`src/rtl/bp_be_fe_queue_buffer_pkg.sv`:
```
// Package for the FE->BE fetch-packet queue buffer.
// Purpose: holds the processor-configuration selector and derives the
//          fe_queue packet width from it. This slice stands in for the
//          bp_core_if width declarations, so the buffer, its interface and
//          the bench all agree on one packet width.
// Contents: e_bp_default_cfg, fe_queue_width(), fe_queue_width_lp.
package bp_be_fe_queue_buffer_pkg;

    localparam int e_bp_default_cfg = 0;

    // Maps a processor configuration to its fe_queue packet width.
    function automatic int fe_queue_width(input int cfg);
        case (cfg)
            e_bp_default_cfg: return 32;
            default:          return 64;
        endcase
    endfunction

    localparam int fe_queue_width_lp = fe_queue_width(e_bp_default_cfg);

endpackage

```
`src/rtl/bp_be_fe_queue_buffer_if.sv`:
```
// Interface bundling the FE-side enqueue handshake and the BE-side
// read/commit/roll/clear controls of the fe_queue buffer.
// Signal names match the buffer's port names as seen from the buffer.
// Modports:
//   slave  - the buffer itself (takes packets and controls, drives status)
//   master - the FE + BE pair driving the buffer
interface bp_be_fe_queue_buffer_if
    import bp_be_fe_queue_buffer_pkg::*;
#(
    parameter int width_p = fe_queue_width_lp
);

    logic [width_p-1:0] fe_queue_i;
    logic               fe_queue_v_i;
    logic               fe_queue_ready_and_o;
    logic [width_p-1:0] fe_queue_o;
    logic               fe_queue_v_o;
    logic               deq_v_i;
    logic               cmt_v_i;
    logic               roll_v_i;
    logic               clr_v_i;
    logic               empty_o;

    modport slave (
        input  fe_queue_i, fe_queue_v_i, deq_v_i, cmt_v_i, roll_v_i, clr_v_i,
        output fe_queue_ready_and_o, fe_queue_o, fe_queue_v_o, empty_o
    );

    modport master (
        output fe_queue_i, fe_queue_v_i, deq_v_i, cmt_v_i, roll_v_i, clr_v_i,
        input  fe_queue_ready_and_o, fe_queue_o, fe_queue_v_o, empty_o
    );

endinterface

```
`src/rtl/bsg_mem_1r1w.sv`:
```
// One-write, one-read register-file memory with asynchronous read.
// Purpose: entry storage for the fe_queue buffer. Contents are not reset.
// Ports:
//   clk_i     - write clock
//   w_v_i     - write enable
//   w_addr_i  - write slot
//   w_data_i  - write data
//   r_v_i     - the read slot currently holds live data
//   r_addr_i  - read slot
//   r_data_o  - combinational read data
module bsg_mem_1r1w #(
    parameter int width_p                = 32,
    parameter int els_p                  = 8,
    parameter int read_write_same_addr_p = 0,
    localparam int addr_width_lp         = $clog2(els_p)
) (
    input  logic                     clk_i,
    input  logic                     w_v_i,
    input  logic [addr_width_lp-1:0] w_addr_i,
    input  logic [width_p-1:0]       w_data_i,
    input  logic                     r_v_i,
    input  logic [addr_width_lp-1:0] r_addr_i,
    output logic [width_p-1:0]       r_data_o
);

    logic [width_p-1:0] mem_q [els_p];

    // Storage array: written on the clock edge, never reset.
    always_ff @(posedge clk_i) begin
        if (w_v_i) begin
            mem_q[w_addr_i] <= w_data_i;
        end
    end

    assign r_data_o = mem_q[r_addr_i];

    // Without same-address support the reader must never see its live slot overwritten.
    always @(posedge clk_i) begin
        assert (!(read_write_same_addr_p == 0 && w_v_i && r_v_i && (w_addr_i == r_addr_i)));
    end

endmodule

```
`src/rtl/bp_be_fe_queue_buffer.sv`:
```
// FE->BE fetch-packet queue buffer with speculative read, commit and roll.
// Purpose: buffers fe_queue packets from the FE. The BE reads entries
//          speculatively (rptr), retires them on commit (cptr), can rewind
//          uncommitted reads with roll, and can discard everything with clr.
//          Backpressure to the FE is ~full, where full is measured against
//          the commit pointer so that read-but-uncommitted slots stay held.
// Ports:
//   clk_i    - clock
//   reset_i  - asynchronous active-high reset, clears all pointers
//   fe_be_if - slave modport: fe_queue_i/_v_i/_ready_and_o enqueue handshake,
//              fe_queue_o/_v_o read port, deq/cmt/roll/clr controls, empty_o
module bp_be_fe_queue_buffer
    import bp_be_fe_queue_buffer_pkg::*;
#(
    parameter int bp_params_p = e_bp_default_cfg,
    parameter int els_p       = 8
) (
    input  logic                    clk_i,
    input  logic                    reset_i,
    bp_be_fe_queue_buffer_if.slave  fe_be_if
);

    localparam int width_lp      = fe_queue_width(bp_params_p);
    localparam int addr_width_lp = $clog2(els_p);
    localparam int ptr_width_lp  = addr_width_lp + 1;
    localparam bit els_ok_lp     = (els_p >= 2) && ((els_p & (els_p - 1)) == 0);

    logic [ptr_width_lp-1:0] wptr_q, wptr_d;
    logic [ptr_width_lp-1:0] rptr_q, rptr_d;
    logic [ptr_width_lp-1:0] cptr_q, cptr_d;
    logic [ptr_width_lp-1:0] cptrCommit;
    logic                    full;
    logic                    readValid;
    logic                    enqFire;
    logic                    deqFire;
    logic                    cmtLegal;

    // Full when write and commit pointers share a slot but differ in wrap bit.
    assign full      = (wptr_q[ptr_width_lp-1] != cptr_q[ptr_width_lp-1])
                     && (wptr_q[addr_width_lp-1:0] == cptr_q[addr_width_lp-1:0]);
    assign readValid = (rptr_q != wptr_q);

    // A clear drops any same-cycle enqueue, so the write is suppressed too.
    assign enqFire  = fe_be_if.fe_queue_v_i & ~full & ~fe_be_if.clr_v_i;
    assign deqFire  = fe_be_if.deq_v_i & readValid;
    // Commit may only retire an entry already read, or one being read this cycle.
    assign cmtLegal = fe_be_if.cmt_v_i & ((rptr_q != cptr_q) | deqFire);
    assign cptrCommit = cptr_q + {{(ptr_width_lp-1){1'b0}}, cmtLegal};

    assign fe_be_if.fe_queue_ready_and_o = ~full;
    assign fe_be_if.fe_queue_v_o         = readValid;
    assign fe_be_if.empty_o              = (wptr_q == cptr_q);

    // Next-state pointers: clear beats roll beats a plain dequeue; commit applies in every case.
    always_comb begin
        wptr_d = wptr_q;
        rptr_d = rptr_q;
        cptr_d = cptrCommit;
        if (fe_be_if.clr_v_i) begin
            wptr_d = cptrCommit;
            rptr_d = cptrCommit;
        end else begin
            wptr_d = wptr_q + {{(ptr_width_lp-1){1'b0}}, enqFire};
            if (fe_be_if.roll_v_i) begin
                rptr_d = cptrCommit;
            end else begin
                rptr_d = rptr_q + {{(ptr_width_lp-1){1'b0}}, deqFire};
            end
        end
    end

    // Pointer registers, cleared asynchronously so a reset empties the queue immediately.
    always_ff @(posedge clk_i or posedge reset_i) begin
        if (reset_i) begin
            wptr_q <= '0;
            rptr_q <= '0;
            cptr_q <= '0;
        end else begin
            wptr_q <= wptr_d;
            rptr_q <= rptr_d;
            cptr_q <= cptr_d;
        end
    end

    bsg_mem_1r1w #(
        .width_p                (width_lp),
        .els_p                  (els_p),
        .read_write_same_addr_p (0)
    ) mem (
        .clk_i    (clk_i),
        .w_v_i    (enqFire),
        .w_addr_i (wptr_q[addr_width_lp-1:0]),
        .w_data_i (fe_be_if.fe_queue_i),
        .r_v_i    (readValid),
        .r_addr_i (rptr_q[addr_width_lp-1:0]),
        .r_data_o (fe_be_if.fe_queue_o)
    );

    // Sanity checks on configuration and on the protocol the BE must follow.
    always @(posedge clk_i) begin
        if (!reset_i) begin
            assert (els_ok_lp);
            assert (!(enqFire && full));
            assert (!(fe_be_if.cmt_v_i && !cmtLegal));
        end
    end

endmodule

```
`src/flat_wrapper.sv`:
```
// flat-port wrapper written by rule: the top's interface ports become plain ports
module bp_be_fe_queue_buffer_flat import bp_be_fe_queue_buffer_pkg::*;
#(
    parameter int bp_params_p = e_bp_default_cfg,
    parameter int els_p       = 8
)
  (clk_i, reset_i, fe_be_if_fe_queue_i, fe_be_if_fe_queue_v_i, fe_be_if_deq_v_i, fe_be_if_cmt_v_i, fe_be_if_roll_v_i, fe_be_if_clr_v_i, fe_be_if_fe_queue_ready_and_o, fe_be_if_fe_queue_o, fe_be_if_fe_queue_v_o, fe_be_if_empty_o);
  bp_be_fe_queue_buffer_if fe_be_if_i ();
  input  logic clk_i;
  input  logic reset_i;
  input wire logic [$bits(fe_be_if_i.fe_queue_i)-1:0] fe_be_if_fe_queue_i;
  input wire logic [$bits(fe_be_if_i.fe_queue_v_i)-1:0] fe_be_if_fe_queue_v_i;
  input wire logic [$bits(fe_be_if_i.deq_v_i)-1:0] fe_be_if_deq_v_i;
  input wire logic [$bits(fe_be_if_i.cmt_v_i)-1:0] fe_be_if_cmt_v_i;
  input wire logic [$bits(fe_be_if_i.roll_v_i)-1:0] fe_be_if_roll_v_i;
  input wire logic [$bits(fe_be_if_i.clr_v_i)-1:0] fe_be_if_clr_v_i;
  output wire logic [$bits(fe_be_if_i.fe_queue_ready_and_o)-1:0] fe_be_if_fe_queue_ready_and_o;
  output wire logic [$bits(fe_be_if_i.fe_queue_o)-1:0] fe_be_if_fe_queue_o;
  output wire logic [$bits(fe_be_if_i.fe_queue_v_o)-1:0] fe_be_if_fe_queue_v_o;
  output wire logic [$bits(fe_be_if_i.empty_o)-1:0] fe_be_if_empty_o;
  assign fe_be_if_i.fe_queue_i = fe_be_if_fe_queue_i;
  assign fe_be_if_i.fe_queue_v_i = fe_be_if_fe_queue_v_i;
  assign fe_be_if_i.deq_v_i = fe_be_if_deq_v_i;
  assign fe_be_if_i.cmt_v_i = fe_be_if_cmt_v_i;
  assign fe_be_if_i.roll_v_i = fe_be_if_roll_v_i;
  assign fe_be_if_i.clr_v_i = fe_be_if_clr_v_i;
  assign fe_be_if_fe_queue_ready_and_o = fe_be_if_i.fe_queue_ready_and_o;
  assign fe_be_if_fe_queue_o = fe_be_if_i.fe_queue_o;
  assign fe_be_if_fe_queue_v_o = fe_be_if_i.fe_queue_v_o;
  assign fe_be_if_empty_o = fe_be_if_i.empty_o;
  bp_be_fe_queue_buffer #(.bp_params_p(bp_params_p), .els_p(els_p)) u_core (.clk_i(clk_i), .reset_i(reset_i), .fe_be_if(fe_be_if_i));
endmodule
```
`config.mk`:
```
export PLATFORM = sky130hd
export DESIGN_NAME = bp_be_fe_queue_buffer_flat
export DESIGN_NICKNAME = d
export VERILOG_FILES = /design/src/rtl/bp_be_fe_queue_buffer_pkg.sv /design/src/rtl/bp_be_fe_queue_buffer_if.sv /design/src/rtl/bsg_mem_1r1w.sv /design/src/rtl/bp_be_fe_queue_buffer.sv /design/src/flat_wrapper.sv
export SDC_FILE = /design/constraint.sdc
export NUM_CORES = 1
export LEC_CHECK = 0
export CAP_MARGIN = 10
export CORE_ASPECT_RATIO = 0.6
export CORE_MARGIN = 10
export CORE_UTILIZATION = 29
export CTS_BUF_LIST = sky130_fd_sc_hd__clkbuf_8
export CTS_CLUSTER_SIZE = 30
export DETAILED_ROUTE_END_ITERATION = 7
export HOLD_SLACK_MARGIN = 0.1
export PLACE_DENSITY_LB_ADDON = 0.2
export SLEW_MARGIN = 20
export SYNTH_ARGS = -nofsm -noshare
export SYNTH_HDL_FRONTEND = slang
export SYNTH_SLANG_ARGS = --single-unit
```
`constraint.sdc`:
```
create_clock -name clk_i -period 6.1 [get_ports clk_i]
set_clock_uncertainty 0.15 [all_clocks]
set_input_delay 0.61 -clock clk_i [delete_from_list [all_inputs] [get_ports clk_i]]
set_output_delay 0.61 -clock clk_i [all_outputs]
set_load 0.01 [all_outputs]
```
==> results_dict.tcl, run 1 <==
set metrics [dict create \
    clock-root-buffer "clkbuf_8" \
    rsz0062_at_grt "no" \
    final_common_cell "edfxtp_1" \
    syn_nets 493 \
    hp-class "in -> async" \
    cts_buffers 42 \
    globalplace.congestion 0.6790 \
    clock-sinks 268 \
    worstMarginPinSlew_ns 1.040 \
    fin_crit_sh 0.6243 \
    drive_gt1_frac 0.2865 \
    power_density_mw_per_mm2 443.7 \
    switching_share 0.3001 \
    stdcell_count 1044 \
    finalHoldViolations 0 \
    fin_crit_ns 3.808 \
    area_growth_pct 19.29 \
    slew_violations 0 \
    coreArea_mm2 0.03535 \
    slew_headroom 0.3065 \
    grt_max_degree 69 \
    hpwlAfterDp_um 12200 \
    drv_cap 0 \
    final_util 0.3535 \
    critPathLaunchType "flip-flop" \
    power.share.clock 0.238 \
    pwr-share-seq 0.445 \
    power_frac_comb 0.317 \
    fillCellCount 3234 \
    synthCells 448 \
    rrSetupSlack_ns 3.13 \
    power.leakage_nw 3.980 \
    tns_ns 0 \
    crit_type "reg -> out" \
    cp_data_required_time_ns 5.34 \
    first_pass_iters 4 \
    clkLatencyLatePin_ns 0.54 \
    vias 4815 \
    register_area_mm2 0.007996 \
    place_ws_ns 2.318 \
    drt_wl_total_um 23400 \
    worstPathMaxFanout 23 \
    synth_seq_cells 268 \
    antenna_found_initial 2 \
    max_freq_mhz 262.6 \
    intPower_mw 3.880 \
    io_pins 74 \
    cts_setup_buffers 0 \
    start_util 0.2963 \
    routed_via_density 4.612 \
    setup_viol 0 \
    syn_area_mm2 0.01047 \
    grtUsageTotal 0.1047 \
    layout_setup_ws_ns 2.292 \
    grt_pass1_vias 5268 \
    clock_path_buffers 3 \
    worstReg2RegStart "u_core.rptr_q[1]$_DFF_PP0_" \
    die_x_um 265.3 \
    num_rows 53 \
    cts_tree "built" \
    placed_cells 976 \
    crit_arrival_ns 3.05 \
    most-common-layout-cells "edfxtp_1 (256), clkdlybuf4s50_1 (73), mux4_2 (56), clkbuf_8 (43), mux2_2 (36)" \
    grt_overflow 0 \
    final_net_count 599 \
    r2r-end "u_core.rptr_q[2]$_DFF_PP0_" \
    grt_pass1_wl_um 34740 \
    htree_levels 2 \
    drc 0 \
    die_area_mm2 0.04437 \
    hold_buffers 0 \
    post_cts_resized 0 \
    drt_iter0_drc 241 \
    synth.yosys.seq_area_share 0.7626 \
    dieHeight_um 167.2 \
    reg2regPathDepth 8 \
    io_buffers 73 \
    synth_cell_types 32 \
    p_switching_mw 1.664 \
    multi_input_area_mm2 0.002366 \
    ys.warnings.count 0 \
    routedWlPerCell_um 22.41 \
    ant_nets 0 \
    ir_worst_vdd_v 0.0001453 \
    clkTransAtPathRegs_ns 0.07 \
    status "complete, no violations" \
    synth_area_per_cell_um2 23.38 \
    endpoint_kind "output pin" \
]
## synthesized netlist by cell type
cell      number  area (µm²)
mux2_2        36       405.4
buf_6          3       33.78
ha_1           6       75.07
xnor2_1        6       52.55
nor2_1         3       11.26
dfrtp_1       12       300.3
nand3b_1       1       7.510
buf_12         2       40.04
nand2b_1       1       6.260
edfxtp_1     256        7687
a21oi_1        1       5.000
mux4_1         8       210.2
nor3b_1        1       7.510
nor4b_4        1       23.77
buf_4          3       22.52
nor3_1         3       15.01
nand3_1        4       20.02
and2_1         1       6.260
xor2_1        12       105.1
mux4_2        56        1261
buf_2          6       30.03
mux2i_1        2       20.02
o21ai_0        1       5.000
nand4_1        1       6.260
a31o_1         1       8.760
o41a_1         1       11.26
nor4_1         5       31.28
or4_1          1       7.510
clkbuf_1       8       30.03
or3b_2         1       8.760
nand2_1        2       7.510
inv_1          3       11.26
## flip-flops by register name (all words and copies together), names as in the netlist
name,count
u_core.mem.mem_q,256
u_core.cptr_q,4
u_core.rptr_q,4
u_core.wptr_q,4
## routing by layer
layer  vias up  GRT usage  part of all wire
li1       2100          -                 -
met4         2    0.02838             0.013
met5         -          0           0.00056
met1      2595     0.1355              0.46
met3        38    0.03379             0.053
met2        80     0.1663              0.47
## final cells by class
class | count | area share
Sequential cell | 268 | 0.6400
Tap cell | 467 | 0.04677
Inverter | 3 | 0.0009013
Multi-Input combinational cell | 155 | 0.1894
Clock buffer | 43 | 0.04737
Timing Repair Buffer | 84 | 0.06669
Clock inverter | 23 | 0.008712
Antenna cell | 1 | 0.0002003
## how the worst max path moves through the flow
stage	start	to	slack [ns]	cells after the start
6_report	u_core.rptr_q[0]$_DFF_PP0_	fe_be_if_fe_queue_o[14]	2.29	4
3_5_place_dp	u_core.rptr_q[0]$_DFF_PP0_	fe_be_if_fe_queue_o[14]	2.32	4
2_1_floorplan	u_core.wptr_q[1]$_DFF_PP0_	u_core.mem.mem_q[6][0]$_DFFE_PP_	1.29	4
5_1_grt	u_core.rptr_q[0]$_DFF_PP0_	fe_be_if_fe_queue_o[13]	2.09	4
4_1_cts	u_core.rptr_q[0]$_DFF_PP0_	fe_be_if_fe_queue_o[14]	1.69	4
3_3_place_gp	u_core.rptr_q[0]$_DFF_PP0_	fe_be_if_fe_queue_o[14]	2.33	4
## power by group through the flow
| stage | clock network [mW] | registers (mW) | logic [mW] |
|---|---|---|---|
| 6_report | 1.32 | 2.47 | 1.76 |
| 5_1_grt | 1.46 | 2.50 | 1.90 |
| 4_1_cts | 1.38 | 2.54 | 1.73 |
| 3_5_place_dp | 0 | 2.58 | 1.72 |
| 3_3_place_gp | 0 | 2.57 | 1.71 |
| 2_1_floorplan | 0 | 2.30 | 1.26 |
## metrics by stage
stage                     power (mW)  instance area (µm²)  hold WS (ns)
after CTS                      5.652                12460        0.1973
after detailed placement       4.301                11760        0.4748
final                          5.544                12490        0.2325
after floorplan                3.561                10470        0.3247
after global routing           5.869                12490        0.2493
after global placement         4.283                11760        0.4836
## logic make-up (layout without fill, tap and decap cells)
group	count (synthesis)	after routing	synth area share
other	0	1	0
XOR/XNOR	18	18	0.01505
buffers and inverters	25	153	0.01601
AND/OR/NAND/NOR	25	25	0.01517
flip-flops	268	268	0.7626
multiplexers	102	102	0.1811
AO/OA/AOI/OAI	4	4	0.002866
adder cells (fa/ha/maj)	6	6	0.007167
## critical path, stage by stage, from the launching register on
cell and delay [ns]:
dfrtp_4 0.73, buf_4 0.41, mux4_2 0.54, mux2_2 0.29, clkdlybuf4s50_1 0.50
No activity file was read; power rests on OpenSTA's default activity.
==> run 2: changes to the inputs <==
==> constraint.sdc (replaced) <==
create_clock -name clk_i -period 3.6 [get_ports clk_i]
set_clock_uncertainty 0.15 [all_clocks]
set_input_delay 0.36 -clock clk_i [delete_from_list [all_inputs] [get_ports clk_i]]
set_output_delay 0.36 -clock clk_i [all_outputs]
set_load 0.01 [all_outputs]
==> run 2 against run 1 <==
Net effect: combinational power rose by 81%; first-iteration DRC count decreased by 18%; clock-buffer cell count is 2 higher; critical path depth is the same; critical path type unchanged.
==> results_dict.tcl, run 2 (synthesis gave the netlist of run 1 again) <==
set metrics [dict create \
    status "complete, no violations" \
    pwr-share-seq 0.414 \
    clock_path_buffers 3 \
    intPower_mw 6.898 \
    num_rows 53 \
    cp_data_required_time_ns 3.09 \
    finalHoldViolations 0 \
    globalplace.congestion 0.6923 \
    critPathLaunchType "flip-flop" \
    rrSetupSlack_ns 0.90 \
    switching_share 0.2932 \
    place_ws_ns 0.7622 \
    die_area_mm2 0.04437 \
    area_growth_pct 21.49 \
    max_freq_mhz 297.5 \
    path_delay_family "flip-flops" \
    die_x_um 265.3 \
    top_register "u_core.mem.mem_q" \
    clkLatencyLatePin_ns 0.55 \
    cts_tree "built" \
    antenna_cells 0 \
    start_util 0.2963 \
    cpPeakStageDelay_ns 0.84 \
    coreArea_mm2 0.03535 \
    routed_via_density 4.570 \
    cts_setup_buffers 0 \
    power.share.clock 0.260 \
    power_frac_comb 0.327 \
    rsz0062_at_grt "no" \
    slew_violations 0 \
    drt_wl_total_um 23270 \
    ir_worst_vdd_v 0.0002826 \
    clock-sinks 268 \
    grt_pass1_wl_um 35400 \
    clock-root-buffer "clkbuf_8" \
    power.leakage_nw 4.060 \
    clkTransAtPathRegs_ns 0.06 \
    setup_viol 0 \
    power_density_mw_per_mm2 767.0 \
    fin_crit_sh 0.9337 \
    vias 4817 \
    grtUsageTotal 0.1057 \
    crit_chain "buf_12, mux4_2, mux2_2, clkdlybuf4s50_1" \
    io_buffers 73 \
    cts_buffers 42 \
    final_util 0.3600 \
    drc 0 \
    hpwlAfterDp_um 12770 \
    dieHeight_um 167.2 \
    grt_overflow 0 \
    hold_buffers 1 \
    final_net_count 602 \
    layout_setup_ws_ns 0.2388 \
    largest_reg_flops 256 \
    ant_nets 0 \
    grt_max_degree 43 \
    htree_levels 2 \
    io_pins 74 \
    slew_headroom 0.5693 \
    endpoint_kind "output pin" \
    drv_cap 0 \
    worstMarginPinSlew_ns 0.6460 \
    hp-class "in -> reg" \
    drt_iter0_drc 198 \
    first_pass_iters 4 \
    crit_type "reg -> out" \
    worstPathMaxFanout 38 \
    slowest_stage "dfrtp_4" \
    post_cts_resized 0 \
    most-common-layout-cells "edfxtp_1 (256), clkdlybuf4s50_1 (73), mux4_2 (56), clkbuf_8 (45), mux2_2 (36)" \
    final_common_cell "edfxtp_1" \
    fin_crit_ns 3.361 \
    crit_arrival_ns 2.85 \
    drive_gt1_frac 0.2947 \
    grt_pass1_vias 5448 \
    antenna_found_initial 0 \
    routedWlPerCell_um 22.08 \
    p_switching_mw 2.861 \
    cp.buffers_inverters 2 \
]
-- run 2: cell count changes in the layout (fill, tap and decap cells not counted), moves of 2 or more --
| cell | delta |
|---|---|
| clkinv_1 | +9 |
| buf_12 | +8 |
| inv_1 | -7 |
| buf_4 | -5 |
| clkinv_2 | +4 |
| bufinv_16 | +3 |
| clkbuf_8 | +2 |
| clkinvlp_4 | -2 |
-- run 2: path summary, 6_finish.rpt --
| path | end | cells after the start | startpoint |
|---|---|---|---|
| max in group asynchronous | u_core.rptr_q[0]$_DFF_PP0_ | 3 | reset_i |
| min in group asynchronous | u_core.rptr_q[3]$_DFF_PP0_ | 3 | reset_i |
| max reg2reg | u_core.rptr_q[1]$_DFF_PP0_ | 6 | u_core.rptr_q[1]$_DFF_PP0_ |
| min | u_core.mem.mem_q[5][11]$_DFFE_PP_ | 1 | fe_be_if_fe_queue_i[11] |
| min reg2reg | u_core.cptr_q[2]$_DFF_PP0_ | 1 | u_core.cptr_q[2]$_DFF_PP0_ |
| max | fe_be_if_fe_queue_o[0] | 4 | u_core.rptr_q[1]$_DFF_PP0_ |
-- run 2: metal layers --
layer / vias to the layer above / GRT usage / wire length, µm
met5: - / 0 / 0
met4: 0 / 0.02813 / 371
met3: 37 / 0.02692 / 1005
met2: 92 / 0.1755 / 11370
met1: 2576 / 0.1352 / 10520
li1: 2112 / - / -
-- run 2: through the flow --
step | cell area, µm² | setup TNS [ns] | hold slack [ns] | total power, mW | cells
finish | 12720 | 0 | 0.3967 | 9.759 | 1054
floorplan | 10480 | -137.83 | 0.07470 | 6.036 | 448
global placement | 11900 | 0 | 0.4655 | 7.376 | 979
CTS | 12720 | 0 | 0.3461 | 10.01 | 1054
global route | 12720 | 0 | 0.3565 | 10.31 | 1054
detailed placement | 11900 | 0 | 0.4574 | 7.410 | 979
-- run 2: final cells by class --
class                   instances  area (µm²)
clock inverters                29       200.2
well taps                     467       584.3
inverters                       3       11.26
fillers                      3222       22620
multi-input cells             155        2375
clock buffers                  45       619.3
flip-flops and latches        268        7996
repair buffers                 87       938.4
-- run 2: power by group through the flow --
stage	logic [mW]	registers (mW)	clock network, mW
after detailed placement	3.30	4.11	0
after floorplan	2.14	3.90	0
after CTS	3.32	4.05	2.64
after global routing	3.46	4.08	2.78
final	3.19	4.04	2.53
after global placement	3.28	4.10	0
==> run 3: changes to the inputs <==
--- a/config.mk
+++ b/config.mk
@@ -12,6 +12,7 @@
 export CTS_BUF_LIST = sky130_fd_sc_hd__clkbuf_8
 export CTS_CLUSTER_SIZE = 30
 export DETAILED_ROUTE_END_ITERATION = 7
+export GPL_TIMING_DRIVEN = 0
 export HOLD_SLACK_MARGIN = 0.1
 export PLACE_DENSITY_LB_ADDON = 0.2
 export SLEW_MARGIN = 20
==> run 3 against run 2 <==
Net effect: worst setup slack worse by 0.038 ns; via count is 4.9% higher; non-clock buffer count is 58 higher; sequential share of layout area is 1.2 points lower; final cell count is 5.3% higher; critical path type unchanged; critical path depth is 1 higher; global-route usage is 0.50 points higher; utilization is 0.65 points higher; power is 0.31% higher; fmax is 1.1% lower; critical endpoint is now fe_be_if_fe_queue_o[28]; largest power group unchanged; sequential cell count stayed put; cell area is 1.8% higher.
==> results_dict.tcl, run 3 (synthesis gave the netlist of run 1 again) <==
set metrics [dict create \
    worstMarginPinSlew_ns 0.8306 \
    globalplace.congestion 0.7133 \
    clkLatencyLatePin_ns 0.55 \
    die_x_um 265.3 \
    hpwlAfterDp_um 16930 \
    antenna_found_initial 2 \
    tns_ns 0 \
    grt_pass1_wl_um 36160 \
    cts_tree "built" \
    power.leakage_nw 4.296 \
    most-common-layout-cells "edfxtp_1 (256), clkdlybuf4s50_1 (73), mux4_2 (56), clkbuf_8 (43), mux2_2 (36)" \
    top_register "u_core.mem.mem_q" \
    drt_iter0_drc 305 \
    worstPathMaxFanout 10 \
    hp-class "in -> reg" \
    grtUsageTotal 0.1107 \
    clock-root-buffer "clkbuf_8" \
    final_common_cell "edfxtp_1" \
    io_pins 74 \
    num_rows 53 \
    fin_crit_sh 0.9441 \
    ant_nets 0 \
    finalHoldViolations 0 \
    wl_met1_um 11290 \
    critPathLaunchType "flip-flop" \
    fin_crit_ns 3.399 \
    coreArea_mm2 0.03535 \
    cp_data_required_time_ns 3.09 \
    grt_overflow 0 \
    area_growth_pct 23.68 \
    htree_levels 2 \
    fillCellCount 3218 \
    drive_gt1_frac 0.3364 \
    io_buffers 73 \
    start_util 0.2963 \
    wl_met3_um 1256 \
    drt_wl_total_um 24710 \
    die_area_mm2 0.04437 \
    status "complete, no violations" \
    first_pass_iters 4 \
    power_density_mw_per_mm2 755.7 \
    rsz0062_at_grt "no" \
    drc 0 \
    grt_pass1_vias 5385 \
    ir_worst_vdd_v 0.0002263 \
    drv_cap 0 \
    largest_reg_flops 256 \
    grt_max_degree 19 \
    dr.max_layer_used "met5" \
    crit_type "reg -> out" \
    slew_violations 0 \
    routedWlPerCell_um 22.26 \
    crit_arrival_ns 2.89 \
    clock-sinks 268 \
    final_util 0.3665 \
    vias 5055 \
    clock_path_buffers 3 \
    final_net_count 660 \
    wl_met2_um 11580 \
    setup_viol 0 \
    clkTransAtPathRegs_ns 0.06 \
    slew_headroom 0.4463 \
    max_freq_mhz 294.2 \
    endpoint_kind "output pin" \
    cts_buffers 42 \
    routed_via_density 4.554 \
    dieHeight_um 167.2 \
]
[run 3: cell count changes in the layout (fill, tap and decap cells not counted), moves of 5 or more]
cell      previous run  this run
buf_6                0         8
buf_2                0        21
clkbuf_1             0         7
buf_4                5        31
buf_12               8         3
inv_1               12        17
[run 3: through the flow]
step	power, mW	hold slack, ns	area (µm²)	instances	worst slack, ns
detailed placement	7.604	0.4717	12170	1032	0.4745
CTS	9.962	0.3320	12910	1104	0.08327
global placement	7.506	0.4672	11800	988	-5.391
floorplan	6.036	0.07470	10480	448	-1.170
global route	10.33	0.3634	12950	1109	0.05436
finish	9.789	0.3784	12950	1110	0.2011
[run 3: power by group]
part,switching (mW),internal (mW),leakage [nW]
Sequential,0.118,3.74,2.45
Clock,1.12,1.17,0.429
Combinational,1.74,1.90,1.41
[run 3: per-layer routing]
layer	global-route usage	vias to the layer above
met1	0.1455	2673
li1	-	2222
met2	0.1740	111
met5	0	-
met4	0.03510	2
met3	0.03160	47
[run 3: worst paths after layout]
path	slack, ns	endpoint	from	cells past startpoint
worst min register to register	0.48	u_core.cptr_q[2]$_DFF_PP0_	u_core.cptr_q[2]$_DFF_PP0_	1
worst max-delay path	0.20	fe_be_if_fe_queue_o[28]	u_core.rptr_q[1]$_DFF_PP0_	5
worst min-delay path	0.38	u_core.mem.mem_q[3][5]$_DFFE_PP_	fe_be_if_fe_queue_i[5]	1
min in group asynchronous	0.56	u_core.rptr_q[0]$_DFF_PP0_	reset_i	3
worst max register to register	0.53	u_core.mem.mem_q[3][11]$_DFFE_PP_	u_core.wptr_q[1]$_DFF_PP0_	8
max in group asynchronous	2.39	u_core.wptr_q[2]$_DFF_PP0_	reset_i	3
[run 3: cell type report]
cell class | count | area, µm² | share of cell area
Buffer | 22 | 157.7 | 0.01217
Timing Repair Buffer | 123 | 1102 | 0.08510
Clock buffer | 43 | 591.8 | 0.04569
Multi-Input combinational cell | 155 | 2375 | 0.1833
Inverter | 3 | 11.26 | 0.0008693
Antenna cell | 1 | 2.502 | 0.0001932
Tap cell | 467 | 584.3 | 0.04511
Sequential cell | 268 | 7988 | 0.6166
Clock inverter | 28 | 141.4 | 0.01091
[run 3: critical path, cell delays in order (launching register included)]
cell and delay (ns):
dfrtp_1 0.45, buf_2 0.35, buf_2 0.36, mux4_2 0.37, mux2_2 0.29, clkdlybuf4s50_1 0.51
[run 3: timing repair]
item | CTS | global route
setup endpoints to repair | 2 | 1
hold buffers | 1 | 0
resized for setup | 1 | 0
hold endpoints to repair | 12 | 0
pin swaps | 0 | 1
buffers inserted | 0 | 5
